## src/rtl/adc_pulse_gen.sv

```systemverilog
// Synthetic detector-pulse source: baseline plus pulses with a linear rise and an
// exponential tail, with pile-up onto the residual tail of earlier pulses.
module adc_pulse_gen #(
    parameter int unsigned DATA_W     = 12,
    parameter int unsigned AMP_W      = 12,
    parameter int unsigned FRAC       = 8,
    parameter int unsigned ACC_W      = 24,
    parameter int unsigned TAU_SHIFT  = 4,
    parameter int unsigned RISE_SHIFT = 2,
    parameter int unsigned BASELINE   = 100
) (
    input  logic              clk,
    input  logic              reset,
    input  logic              trig_valid,
    input  logic [AMP_W-1:0]  trig_amp,
    output logic              trig_ready,
    output logic [DATA_W-1:0] out_data,
    output logic              busy
);

    localparam int unsigned RISE_LEN = 1 << RISE_SHIFT;
    localparam int unsigned CNT_W    = (RISE_SHIFT > 0) ? RISE_SHIFT : 1;
    localparam int unsigned INT_W    = ACC_W - FRAC;

    typedef enum logic [1:0] {StIdle, StRise, StDecay} state_e;

    state_e            state_q, state_d;
    logic [ACC_W-1:0]  acc_q, acc_d;
    logic [ACC_W-1:0]  step_q, step_d;
    logic [CNT_W-1:0]  rise_cnt_q, rise_cnt_d;
    logic [DATA_W-1:0] out_q, out_d;
    logic              busy_q, busy_d;

    logic              accept;
    logic              rise_last;
    logic [ACC_W:0]    acc_sum;
    logic [ACC_W-1:0]  acc_sat;
    logic [ACC_W-1:0]  acc_decayed;
    logic [ACC_W-1:0]  amp_ext;
    logic [INT_W:0]    out_sum;

    assign trig_ready = (state_q != StRise);
    assign accept     = trig_valid & trig_ready;
    assign rise_last  = (rise_cnt_q == CNT_W'(RISE_LEN - 1));

    assign amp_ext     = {{(ACC_W - AMP_W){1'b0}}, trig_amp};
    assign acc_sum     = {1'b0, acc_q} + {1'b0, step_q};
    assign acc_sat     = acc_sum[ACC_W] ? {ACC_W{1'b1}} : acc_sum[ACC_W-1:0];
    assign acc_decayed = acc_q - (acc_q >> TAU_SHIFT);
    assign out_sum     = (INT_W + 1)'(BASELINE) + {1'b0, acc_q[ACC_W-1:FRAC]};

    always_comb begin
        state_d    = state_q;
        acc_d      = acc_q;
        step_d     = step_q;
        rise_cnt_d = rise_cnt_q;

        // Accept wins over decay in DECAY: the new pulse stacks on the residual tail.
        if (accept) begin
            step_d     = (amp_ext << FRAC) >> RISE_SHIFT;
            rise_cnt_d = '0;
            state_d    = StRise;
        end else begin
            unique case (state_q)
                StRise: begin
                    acc_d      = acc_sat;
                    rise_cnt_d = rise_cnt_q + CNT_W'(1);
                    if (rise_last) begin
                        state_d = StDecay;
                    end
                end
                StDecay: begin
                    acc_d = acc_decayed;
                    if ((acc_decayed >> FRAC) == '0) begin
                        acc_d   = '0;
                        state_d = StIdle;
                    end
                end
                default: acc_d = '0;
            endcase
        end

        out_d  = (out_sum > (INT_W + 1)'((1 << DATA_W) - 1)) ? {DATA_W{1'b1}}
                                                              : out_sum[DATA_W-1:0];
        busy_d = (state_d != StIdle);
    end

    always_ff @(posedge clk) begin
        if (reset) begin
            state_q    <= StIdle;
            acc_q      <= '0;
            step_q     <= '0;
            rise_cnt_q <= '0;
            out_q      <= DATA_W'(BASELINE);
            busy_q     <= 1'b0;
        end else begin
            state_q    <= state_d;
            acc_q      <= acc_d;
            step_q     <= step_d;
            rise_cnt_q <= rise_cnt_d;
            out_q      <= out_d;
            busy_q     <= busy_d;
        end
    end

    assign out_data = out_q;
    assign busy     = busy_q;

endmodule

```

## config.mk

```make
export PLATFORM = sky130hd
export DESIGN_NAME = adc_pulse_gen
export DESIGN_NICKNAME = d
export VERILOG_FILES = /design/src/rtl/adc_pulse_gen.sv
export SDC_FILE = /design/constraint.sdc
export NUM_CORES = 1
export LEC_CHECK = 0
export ABC_AREA = 1
export CAP_MARGIN = 20
export CORE_ASPECT_RATIO = 1.25
export CORE_MARGIN = 4
export CORE_UTILIZATION = 60
export CTS_CLUSTER_SIZE = 20
export DETAILED_ROUTE_END_ITERATION = 8
export PLACE_DENSITY_LB_ADDON = 0.2
export RECOVER_POWER = 100
export SETUP_SLACK_MARGIN = 0.05
export SLEW_MARGIN = 20
export SYNTH_ARGS = -nofsm -noshare
export SYNTH_HDL_FRONTEND = slang
export SYNTH_SLANG_ARGS = --single-unit
```

## constraint.sdc

```tcl
create_clock -name clk -period 2.7 [get_ports clk]
set_input_delay 0.405 -clock clk [delete_from_list [all_inputs] [get_ports clk]]
set_output_delay 0.405 -clock clk [all_outputs]
set_load 0.01 [all_outputs]
```

==> impl_metrics.json <==
{
  "grt-ovfl-total": 0,
  "layout_min_cycle_time_ps": 2630,
  "drtPass1Iterations": 8,
  "hold_viol": 0,
  "cts_made_buffers": 5,
  "drt-wirelength-per-cell_um": 15.1,
  "cts_root_buf": "clkbuf_8",
  "grt_start_max_net_pins": 23,
  "end_kind": "flop",
  "synthArstFlopShare_pct": 0,
  "synthCells": 842,
  "critPathLaunchType": "flop",
  "synth_top_cell_by_area": "dfxtp_1",
  "synthFlopType": "dfxtp_1",
  "fillers": 689,
  "hold_start": "acc_q[0]",
  "ios": 29,
  "dieWidth_um": 89.6,
  "syn-cell-area_mm2": 0.00499,
  "critPathMaxStageDelay_ps": 370,
  "r2r-start": "acc_q[0]",
  "nets": 959,
  "yosys_warnings": 0,
  "syn-num-nets": 896,
  "fin_tns_setup_ps": 0,
  "p_sw_share_pct": 41.0,
  "r2r_cells": 21,
  "worst_pin_slew_ps": 936,
  "fin_cells": 1001,
  "fp.dieArea_mm2": 0.00985,
  "synth.distinct_cells": 40,
  "cp_data_arrival_time_ps": 2840,
  "yosysSeqAreaShare_pct": 21.3,
  "min_to": "acc_q[0]",
  "timing.final.max_slew_violations": 0,
  "diodes": 0,
  "hpwl_um": 11600,
  "p_leak_nw": 3.16,
  "p_int_mw": 1.35,
  "first_global_vias": 5248,
  "clk_latency_ps": 320,
  "yosysTopAreaCellShare_pct": 21.3,
  "clkTransAtPathRegs_ps": 100,
  "synth_edf_count": 0,
  "core_area_mm2": 0.00797,
  "synth_area_per_cell_um2": 5.93,
  "critPathKind": "flop to flop",
  "fmax_mhz": 381,
  "start_util_pct": 62.6,
  "dp_cells": 989,
  "drc": 0,
  "wl_um": 15100,
  "hold_depth": 2,
  "cts_sinks": 53,
  "power_density_mw_per_mm2": 385,
  "cap_violations": 0,
  "post-route-period-util_pct": 97.3,
  "portBuffers": 28,
  "setup_violations": 0,
  "ff2ff_setup_slack_ps": 70,
  "antenna_found_initial": 0,
  "fin_worst_skew_ps": 12.5,
  "cts_tree": "built",
  "clkPwrFrac_pct": 20.1,
  "htree_levels": 2,
  "slew-limit-headroom_pct": 37.4,
  "required_ps": 2910,
  "synth_most_common_cell": "nand2_1",
  "status": "complete, no violations",
  "vias": 5535,
  "ctsLongestPathBuffers": 2,
  "ir_drop_v": 0.000418,
  "synthTopCellsByCount": "nand2_1 (275), inv_1 (137), nor2_1 (65), a21oi_1 (57), dfxtp_1 (53)",
  "die_h_um": 110,
  "timing.rr.end": "busy",
  "area_growth_pct": 19.3,
  "comb_power_share_pct": 43.6,
  "ys_ff_latch": 53,
  "vias_per_cell": 5.53,
  "cp_common_cell": "nand2_1",
  "hp-class": "flop to flop",
  "dr.first_iter.drc_count": 477,
  "rsz0062_at_grt": "yes",
  "cp_top_family": "simple AND/OR/NAND/NOR gates",
  "core.rowCount": 36,
  "p_seq_share_pct": 36.3,
  "gp_routability_congestion": 0.990,
  "drive_above_1_share_pct": 16.2,
  "slowest_stage": "fa_2",
  "cp_max_fo": 5,
  "postRouteAntennaNets": 0,
  "ys_top_cells_by_area": "dfxtp_1 (21%), nand2_1 (21%), inv_1 (10%), ha_1 (9.3%), a21oi_1 (5.7%)",
  "path_buf_inv": 2,
  "switching_power_mw": 0.941,
  "grt_pass1_wl_um": 24100,
  "track_usage_pct": 31.1,
  "path_cells": "inv_1 -> ha_2 -> fa_2 -> inv_2 -> nand3_1 -> nand3_2 -> nand2_1 -> nand2_2 -> nand2_1 -> nand2_1 -> nand2_1 -> nand2_2 -> nand3_2 -> nor2_4 -> nand3_4 -> nand2_2 -> nand2_1 -> nand2_1 -> nand2_1 -> nand2_1 -> nand2_1"
}
## worst max-delay path by stage
stage	from	to	cells after the start
final	acc_q[0]	busy	21
after global routing	acc_q[0]	acc_q[5]	19
after CTS	acc_q[11]	busy	20
after detailed placement	acc_q[0]	busy	21
after global placement	acc_q[0]	busy	21
after floorplan	acc_q[18]	busy	20
## layout by cell type, fill, tap and decap left out, types with 8 or more instances in the layout
cell type	count
nand2_1	270
inv_1	136
nor2_1	60
a21oi_1	54
o21ai_0	45
nand3_1	44
buf_4	44
dfxtp_1	39
ha_1	23
nand2_2	20
xor2_1	18
nor2_2	15
clkdlybuf4s50_1	15
dlygate4sd3_1	13
nand4_1	11
dfxtp_2	10
ha_4	9
nand3_2	8
nor2_4	8
## timing repair
item,CTS,global route
hold buffers,0,0
setup endpoints to repair,11,13
setup buffers,2,1
gates resized for setup,9,54
pin swaps,2,7
gates cloned,1,0
## final cells by class
cell class,instances,area [um^2],area share (%)
Clock inverter,2,13.8,0.231
Timing Repair Buffer,74,619,10.4
Inverter,142,533,8.95
Clock buffer,6,72.6,1.22
Tap cell,95,119,1.99
Multi-Input combinational cell,629,3510,58.9
Sequential cell,53,1090,18.3
## kinds of logic (layout without fill, tap and decap cells)
family	after synthesis	in the layout	synth area share [%]
simple gates	447	448	38.9
fa+ha+maj	39	39	10.1
compound gates	117	117	12.8
flops	53	53	21.3
buf+inv	161	224	12.6
xor+xnor	25	25	4.39
## sequential cells by signal (all words and copies together) (netlist names)
register / count
acc_q: 24
busy: 1
out_data: 12
rise_cnt_q: 2
state_q: 2
step_q: 12
## routing by layer
metal	global-route usage, %	up-vias	part of all wire [%]
met2	54.2	245	49
met5	0	-	0
met4	15.5	0	5.2
li1	-	2767	-
met3	3.72	74	6.3
met1	37.0	2449	39
## worst reg2reg max path, stage by stage (launching register included)
cell and delay, ps:
dfxtp_2 340, inv_1 40, ha_2 210, fa_2 370, inv_2 90, nand3_1 90, nand3_2 100, nand2_1 110
nand2_2 110, nand2_1 70, nand2_1 60, nand2_1 60, nand2_2 80, nand3_2 90, nor2_4 180, nand3_4 130
nand2_2 80, nand2_1 50, nand2_1 60, nand2_1 50, nand2_1 70, nand2_1 60
## power groups by stage
stage	clock [mW]	sequential, mW	combinational [mW]
after detailed placement	0	0.854	0.897
after global routing	0.498	0.838	1.10
after CTS	0.464	0.836	0.973
final	0.461	0.834	1.00
after floorplan	0	0.853	0.648
after global placement	0	0.853	0.875
## metrics by stage
step / cell area [um^2] / hold WS, ps / utilization, % / total power [mW] / worst slack, ps
final: 5960 / 476 / 74.7 / 2.29 / 73.6
after global routing: 5960 / 490 / 74.7 / 2.43 / -81.2
after CTS: 5760 / 476 / 72.2 / 2.27 / 51.1
after detailed placement: 5620 / 461 / 70.5 / 1.75 / -107
after global placement: 5620 / 452 / 70.5 / 1.73 / 6.23
after floorplan: 4990 / 443 / - / 1.50 / 316
Note: power is estimated with default switching activity, not from simulation.
